**src/rtl/spi_req_arbiter.sv**
```systemverilog
// spi_req_arbiter: round-robin sharing of one SPI byte engine among NUM_REQ requesters (req/tx in, ack/done/err/rx out, m_* to master, cs_sel one-hot select, watchdog on WAIT)
module spi_req_arbiter #(
  parameter int NUM_REQ     = 4,
  parameter int DW          = 8,
  parameter int TIMEOUT_CYC = 1024
) (
  input  logic                       clk,
  input  logic                       rst_n,
  input  logic [NUM_REQ-1:0]         req,
  input  logic [NUM_REQ*DW-1:0]      req_tx_data,
  output logic [NUM_REQ-1:0]         req_ack,
  output logic [NUM_REQ-1:0]         req_done,
  output logic [NUM_REQ-1:0]         req_err,
  output logic [DW-1:0]              rsp_rx_data,
  output logic                       arb_busy,
  output logic [$clog2(NUM_REQ)-1:0] grant_id,
  output logic [NUM_REQ-1:0]         cs_sel,
  output logic                       m_start,
  output logic [DW-1:0]              m_tx_data,
  input  logic                       m_busy,
  input  logic                       m_done,
  input  logic [DW-1:0]              m_rx_data
);
  localparam int GW = $clog2(NUM_REQ);
  localparam int CW = (TIMEOUT_CYC < 2) ? 1 : $clog2(TIMEOUT_CYC + 1);
  typedef enum logic [1:0] {IDLE, ISSUE, WAIT, RESP} state_t;
  state_t state_q, state_d;
  logic [GW-1:0] rr_ptr, pick;
  logic [CW-1:0] wd_q;
  logic [DW-1:0] rx_q;
  logic [NUM_REQ-1:0] g_oh;
  logic err_q, go, wd_hit, wait_exit;
  assign go        = |req && !m_busy;
  assign wd_hit    = (TIMEOUT_CYC != 0) && (wd_q == CW'(TIMEOUT_CYC - 1));
  assign wait_exit = m_done || wd_hit;
  assign g_oh      = NUM_REQ'(1) << grant_id;
  always_comb begin
    pick = '0;
    for (int i = NUM_REQ - 1; i >= 0; i--)
      if (req[(int'(rr_ptr) + i) % NUM_REQ]) pick = GW'((int'(rr_ptr) + i) % NUM_REQ);
  end
  always_comb begin
    state_d     = (state_q == IDLE)  ? (go ? ISSUE : IDLE) :
                  (state_q == ISSUE) ? WAIT :
                  (state_q == WAIT)  ? (wait_exit ? RESP : WAIT) : IDLE;
    m_start     = state_q == ISSUE;
    arb_busy    = state_q != IDLE;
    req_ack     = m_start ? g_oh : '0;
    req_done    = (state_q == RESP) ? g_oh : '0;
    req_err     = (state_q == RESP && err_q) ? g_oh : '0;
    rsp_rx_data = (state_q == RESP) ? rx_q : '0;
  end
  always_ff @(posedge clk) begin
    if (!rst_n) begin
      state_q   <= IDLE;
      rr_ptr    <= '0;
      grant_id  <= '0;
      cs_sel    <= '0;
      m_tx_data <= '0;
      wd_q      <= '0;
      err_q     <= 1'b0;
      rx_q      <= '0;
    end else begin
      state_q <= state_d;
      if (state_q == IDLE && go) begin
        grant_id  <= pick;
        m_tx_data <= req_tx_data[pick*DW +: DW];
        cs_sel    <= NUM_REQ'(1) << pick;
      end
      if (state_q == ISSUE) begin
        rr_ptr <= (grant_id == GW'(NUM_REQ - 1)) ? '0 : grant_id + 1'b1;
        wd_q   <= '0;
        err_q  <= 1'b0;
      end
      if (state_q == WAIT) begin
        wd_q <= wd_q + 1'b1;
        if (wait_exit) begin
          cs_sel <= '0;
          rx_q   <= m_done ? m_rx_data : '0;
          err_q  <= !m_done;
        end
      end
    end
  end
endmodule

```
**config.mk**
```make
export PLATFORM = sky130hd
export DESIGN_NAME = spi_req_arbiter
export DESIGN_NICKNAME = d
export VERILOG_FILES = /design/src/rtl/spi_req_arbiter.sv
export SDC_FILE = /design/constraint.sdc
export NUM_CORES = 1
export LEC_CHECK = 0
export CAP_MARGIN = 0
export CORE_MARGIN = 2
export CORE_UTILIZATION = 32
export CTS_BUF_LIST = sky130_fd_sc_hd__clkbuf_4 sky130_fd_sc_hd__clkbuf_8
export CTS_CLUSTER_DIAMETER = 120
export DETAILED_ROUTE_END_ITERATION = 8
export PLACE_DENSITY = 0.65
export SETUP_SLACK_MARGIN = 0.1
export SYNTH_ARGS = -nofsm -noshare
export SYNTH_HDL_FRONTEND = slang
export SYNTH_SLANG_ARGS = --single-unit
```
**constraint.sdc**
```tcl
create_clock -name clk -period 3.75 [get_ports clk]
set_input_delay 0.5625 -clock clk [delete_from_list [all_inputs] [get_ports clk]]
set_output_delay 0.5625 -clock clk [all_outputs]
set_load 0.02 [all_outputs]
```
Yosys cells after proc, flatten, opt, wreduce, memory -nomap -nowiden
Cells that the tools add are included.
{"block": "classes", "addsub": 5, "magnitude_cmp": 4, "n_eq_ne": 5, "shift": 3, "mux": 34, "bitwise": 3, "reduce_logical": 14}
{"op": "indexed part select 32 x 6 -> 8 bit", "n": 1}
{"op": "two-way mux 4 bit", "n": 6}
{"op": "two-way mux 11 bit", "n": 2}
{"op": "two-way mux 2 bit", "n": 8}
{"op": "two-way mux 8 bit", "n": 2}
{"op": "less-than comparator 3 x 4 -> 1 bit (second input constant)", "n": 3}
{"op": "two-way mux 1 bit", "n": 12}
{"op": "adder 11 x 1 -> 11 bit (second input constant)", "n": 1}
{"op": "equality test 11 x 10 -> 1 bit (second input constant)", "n": 1}
{"op": "binary-select mux 1 bit (select 2 bit)", "n": 4}
{"op": "left shift 1 x 2 -> 4 bit (first input constant)", "n": 2}
{"op": "equality test 2 bit (second input constant)", "n": 3}
{"op": "OR reduction 2 bit", "n": 3}
{"op": "adder 2 x 1 -> 2 bit (second input constant)", "n": 2}
{"op": "adder 2 bit (second input constant)", "n": 2}
{"op": "nonzero test 2 bit", "n": 2}
{"op": "OR reduction 4 bit", "n": 1}
{"op": "bitwise AND 1 bit (first input constant)", "n": 3}
{"op": "logical AND 1 bit", "n": 3}
{"op": "less-than comparator 2 x 3 -> 1 bit (second input constant)", "n": 1}
{"op": "equality test 2 x 1 -> 1 bit (second input constant)", "n": 1}
{"op": "logical NOT 1 bit", "n": 2}
{"op": "logical NOT 2 bit", "n": 1}
{"op": "AND reduction 2 bit", "n": 1}
{"op": "logical OR 1 bit", "n": 1}
{"block": "word_totals", "regBits": 38, "inputBits": 48, "output_inout_bits": 36, "word_cells": 76}

Depth between registers and ports, before layout
{"block": "depth", "word_depth": 14, "mapped_depth": 7, "mapped_depth_nobuf": 6}

Worst setup path after synthesis
OpenSTA, ideal clock, no wires.
{"block": "synth_path", "path_kind": "input -> register", "startpoint": "in req[0]", "endpoint": "reg m_tx_data[1]", "setup_time_ns": 0.136, "arrival_ns": 1.705, "required_ns": 3.614, "path_slack_ns": 1.910, "path_stages": 6, "path_buffers": 1, "path_cell_list": "a21oi_1 -> o21ai_0 -> o2bb2a_1 -> clkbuf_1 -> mux2i_1 -> o221ai_1"}
{"block": "synth_between", "elab_chain_len": 8, "word_cells_on_any_way": 19, "classes_between": "shift: 1; mux: 15; reduce/logical: 3"}
{"item": "from (decl)", "line_no": "9", "text": "input logic [NUM_REQ-1:0] req,"}
{"item": "binary-select mux 1 bit (select 2 bit)", "line_no": "40", "text": "if (req[(int'(rr_ptr) + i) % NUM_REQ]) pick = GW'((int'(rr_ptr) + i) % NUM_REQ);"}
{"item": "two-way mux 1 bit (not written as such) (2 in series)", "line_no": "40"}
{"item": "two-way mux 2 bit (4 in series)", "line_no": "40"}
{"item": "indexed part select 32 x 6 -> 8 bit", "line_no": "67", "text": "m_tx_data <= req_tx_data[pick*DW +: DW];"}
{"item": "to (signal assigned)", "line_no": "67"}
{"item": "to (decl)", "line_no": "19", "text": "output logic [DW-1:0] m_tx_data,"}
Parallel ways exist; a longest one is shown, timed or not. The select of a mux whose other input is x is not followed.
A chain may end at the register's enable or synchronous reset.

Worst setup path after layout
{"block": "layout_path", "startpoint": "reg state_q[0]", "endpoint": "out req_err[2]"}
{"block": "layout_between", "elab_chain_len": 3}
{"item": "from (decl)", "line_no": "27", "text": "state_t state_q, state_d;"}
{"item": "from (signal assigned)", "line_no": "64", "text": "state_q <= state_d;"}
{"item": "equality test 2 bit", "line_no": "50", "text": "req_err = (state_q == RESP && err_q) ? g_oh : '0;"}
{"item": "logical AND 1 bit", "line_no": "50"}
{"item": "two-way mux 4 bit", "line_no": "50"}
{"item": "to (decl)", "line_no": "13", "text": "output logic [NUM_REQ-1:0] req_err,"}
No other way between the ends.

==> results.md <==
* Slew Viols, Final at 0
* IO Count at 84
* RSZ-0062 raised after global routing: no
* Critical Path AT at 1.87 ns
* Sinks on Clock Net at 38
* Gp weighted congestion at 0.744
* DIE HEIGHT at 82.0 um
* FP Rows at 28
* DIE AREA at 6720 sq um
* Starting Density at 0.330
* Post CTS Setup Buffer Count at 0
* NumNets Final at 353
* Hold WC Path Type: reg2reg
* Die width at 82.0 um
* Via/cell ratio at 4.83
* Simple-Gate Fraction of Synth Area at 0.246
* # hold bufs at CTS at 0
* Initial antenna violation count at 0
* Largest family of logic cells by synthesized area: simple AND/OR/NAND/NOR gates
* Multiplexer area fraction after synthesis at 0.0978
* Worst-path fanout max at 16
* ANT cells at 0
* DRC viols at 0
* Period Utilization, post-route at 0.648
* Gr usage total at 0.139
* Detail Placement HPWL at 3460 um
* Max-capacitance violation count at 0
* Reg clk slew, reported paths at 0.08 ns
* Multi-input logic area at 1110 sq um
* EDFF count, synth at 0
* Setup Skew at 0.0114 ns
* Post-synthesis sequential area ratio at 0.391
* Crit path max-delay family: buffers and inverters
* Number of synthesized register bits at 38
* CTS buffer count at 5
* Routed wire length at 4570 um
* TritonCTS clock tree: yes
* Syn nets at 271
* Highest Clock Rate at 411 MHz
* Vias at 1797
* Core Area at 5890 sq um
* Yosys warns at 0
* Worst hold margin at 0.459 ns
* First-pass GRT wire length at 7330 um
* Most used flip-flop cell after synthesis: dfxtp_1
* Avg Cell Area, Syn at 9.09 sq um
* Compound-Gate Fraction of Synth Area at 0.138
* Slowest stage delay, CP at 0.60 ns
* Port Buf Inserts at 83
* Max clock buf depth at 2
* Avg WL per Cell at 12.3 um
* Synthesized area at 1940 sq um
* Crit path cell chain: ha_1 > and3_1 > clkdlybuf4s50_1
* Worst EP required at 3.19 ns
* Post-Synth Adder-Cell Area at 0.0579
* Post-synth ARST share at 0
* Min Tclk post-route at 2.43 ns
* H-tree lvl count at 2
* Bufs and invs on worst path at 1
* Overall Power at 1.04 mW
* Fin Setup TNS at 0 ns
* GRT Residual Overflow at 0
* Filler instances at 542
* PwrDens at 351 nW/um^2
* Slew headroom at 0.506
* Root buf cell: clkbuf_8
* Synth-to-Final Area Change at 53.1%
* Crit-path slowest cell: clkdlybuf4s50_1
* Drt first-iter violations at 45
* Kind of critical path: reg2out
* Final Hold Fails at 0
* Worst vdd ir at 0.210 mV
* Post-CTS sizing at 0
* Worst skew pair latency at 0.29 ns
* LEAKAGE at 1.13 nW
* Register area at 761 sq um
* Largest net degree at the start of global routing at 22
* Critical Path End Type: output pin
* Synthesized instance count at 214
* Worst Setup Start Kind: flop
* Worst-Margin Slew at 0.736 ns
* # setup viols final at 0
* XOR/XNOR Fraction of Synth Area at 0.0315
* Run status: complete, no violations
* Drt pass-1 iters at 4
* Layout cells sized above 1 at 0.0370
* Netlist cell types at 36
* Vias in the first global route at 1659
* Final ANT Viol Nets at 0
## cells in the final DEF (no fill, tap or decap)
cell,count
clkbuf_8,6
and2_1,16
clkdlybuf4s50_1,83
or4_1,1
o221ai_1,8
nor2b_1,2
buf_4,1
o2bb2a_1,1
nor3_1,1
a22o_1,8
xor2_1,5
a211oi_1,1
bufinv_16,2
o21ai_0,4
a21boi_0,3
and4_1,1
nand4_1,4
dfxtp_1,38
nor3b_1,1
mux2i_1,19
nor2b_4,1
and2b_1,1
a21oi_1,11
o21ai_1,1
nand3b_1,1
ha_1,9
o21a_1,1
xnor2_1,2
and3_1,8
or4b_4,1
or3_1,6
nand2b_1,2
nor2_1,9
inv_1,8
nand3_1,16
nand2_1,15
## metal layers
metal | up-vias | part of all wire | track usage
li1 | 929 | - | -
met1 | 802 | 0.45 | 0.174
met2 | 60 | 0.45 | 0.224
met3 | 6 | 0.080 | 0.0505
met4 | 0 | 0.011 | 0.0400
met5 | - | 0 | 0
## sequential cells by signal (all words and copies together), names as in the netlist
name,cells
rr_ptr,2
grant_id,2
m_tx_data,8
err_q,1
rx_q,8
wd_q,11
state_q,2
cs_sel,4
## cell families (layout without fill, tap and decap cells)
family	after synthesis	after routing
fa+ha+maj	9	9
simple gates	86	86
flops	38	38
xor+xnor	7	7
compound gates	38	38
buf+inv	17	100
mux	19	19
## worst reg2reg max path, stage by stage, from the launching register on
cell and delay [ns]:
dfxtp_1 0.33, inv_1 0.08, ha_1 0.19, inv_1 0.09
nor3b_1 0.60, nand3_1 0.42, o221ai_1 0.31
## Yosys cell counts, types with 3 or more instances
cell      number  area, sq um
a21boi_0       3         22.5
a21oi_1       11         55.1
a22o_1         8         70.1
and2_1        16          100
and3_1         8         50.1
clkbuf_1       6         22.5
dfxtp_1       38          761
ha_1           9          113
inv_1          8         30.0
mux2i_1       19          190
nand2_1       15         56.3
nand3_1       16         80.1
nand4_1        4         25.0
nor2_1         9         33.8
o21ai_0        4         20.0
o221ai_1       8         70.1
or3_1          6         37.5
xor2_1         5         43.8
## power breakdown
group | switching [mW] | internal [mW] | total, mW | leakage, nW
Clock | 0.146 | 0.284 | 0.430 | 0.0714
Combinational | 0.0827 | 0.101 | 0.184 | 0.749
Sequential | 0.0108 | 0.419 | 0.430 | 0.308
## per-stage QoR
step,util,std cells,area (sq um),setup slack [ns]
6_report,0.506,372,2980,1.32
5_1_grt,0.506,372,2980,1.15
4_1_cts,0.506,372,2980,1.29
3_5_place_dp,0.482,364,2830,1.05
3_3_place_gp,0.482,364,2830,1.19
2_1_floorplan,-,214,1940,1.91
## worst paths after layout
kind         startpoint           end  slack, ns  cells past startpoint
max          state_q[0]    req_err[2]       1.32                      3
min           cs_sel[2]     cs_sel[2]       0.46                      2
max reg2reg  state_q[1]  m_tx_data[4]       1.64                      6
min reg2reg   cs_sel[2]     cs_sel[2]       0.46                      2
## final cells by class
cell class | instances | area share
multi-input cells | 159 | 0.373
repair buffers | 84 | 0.282
flip-flops and latches | 38 | 0.256
well taps | 75 | 0.0315
clock buffers | 6 | 0.0277
clock inverters | 2 | 0.0202
inverters | 8 | 0.0101
Note: power is estimated with default switching activity, not from simulation.
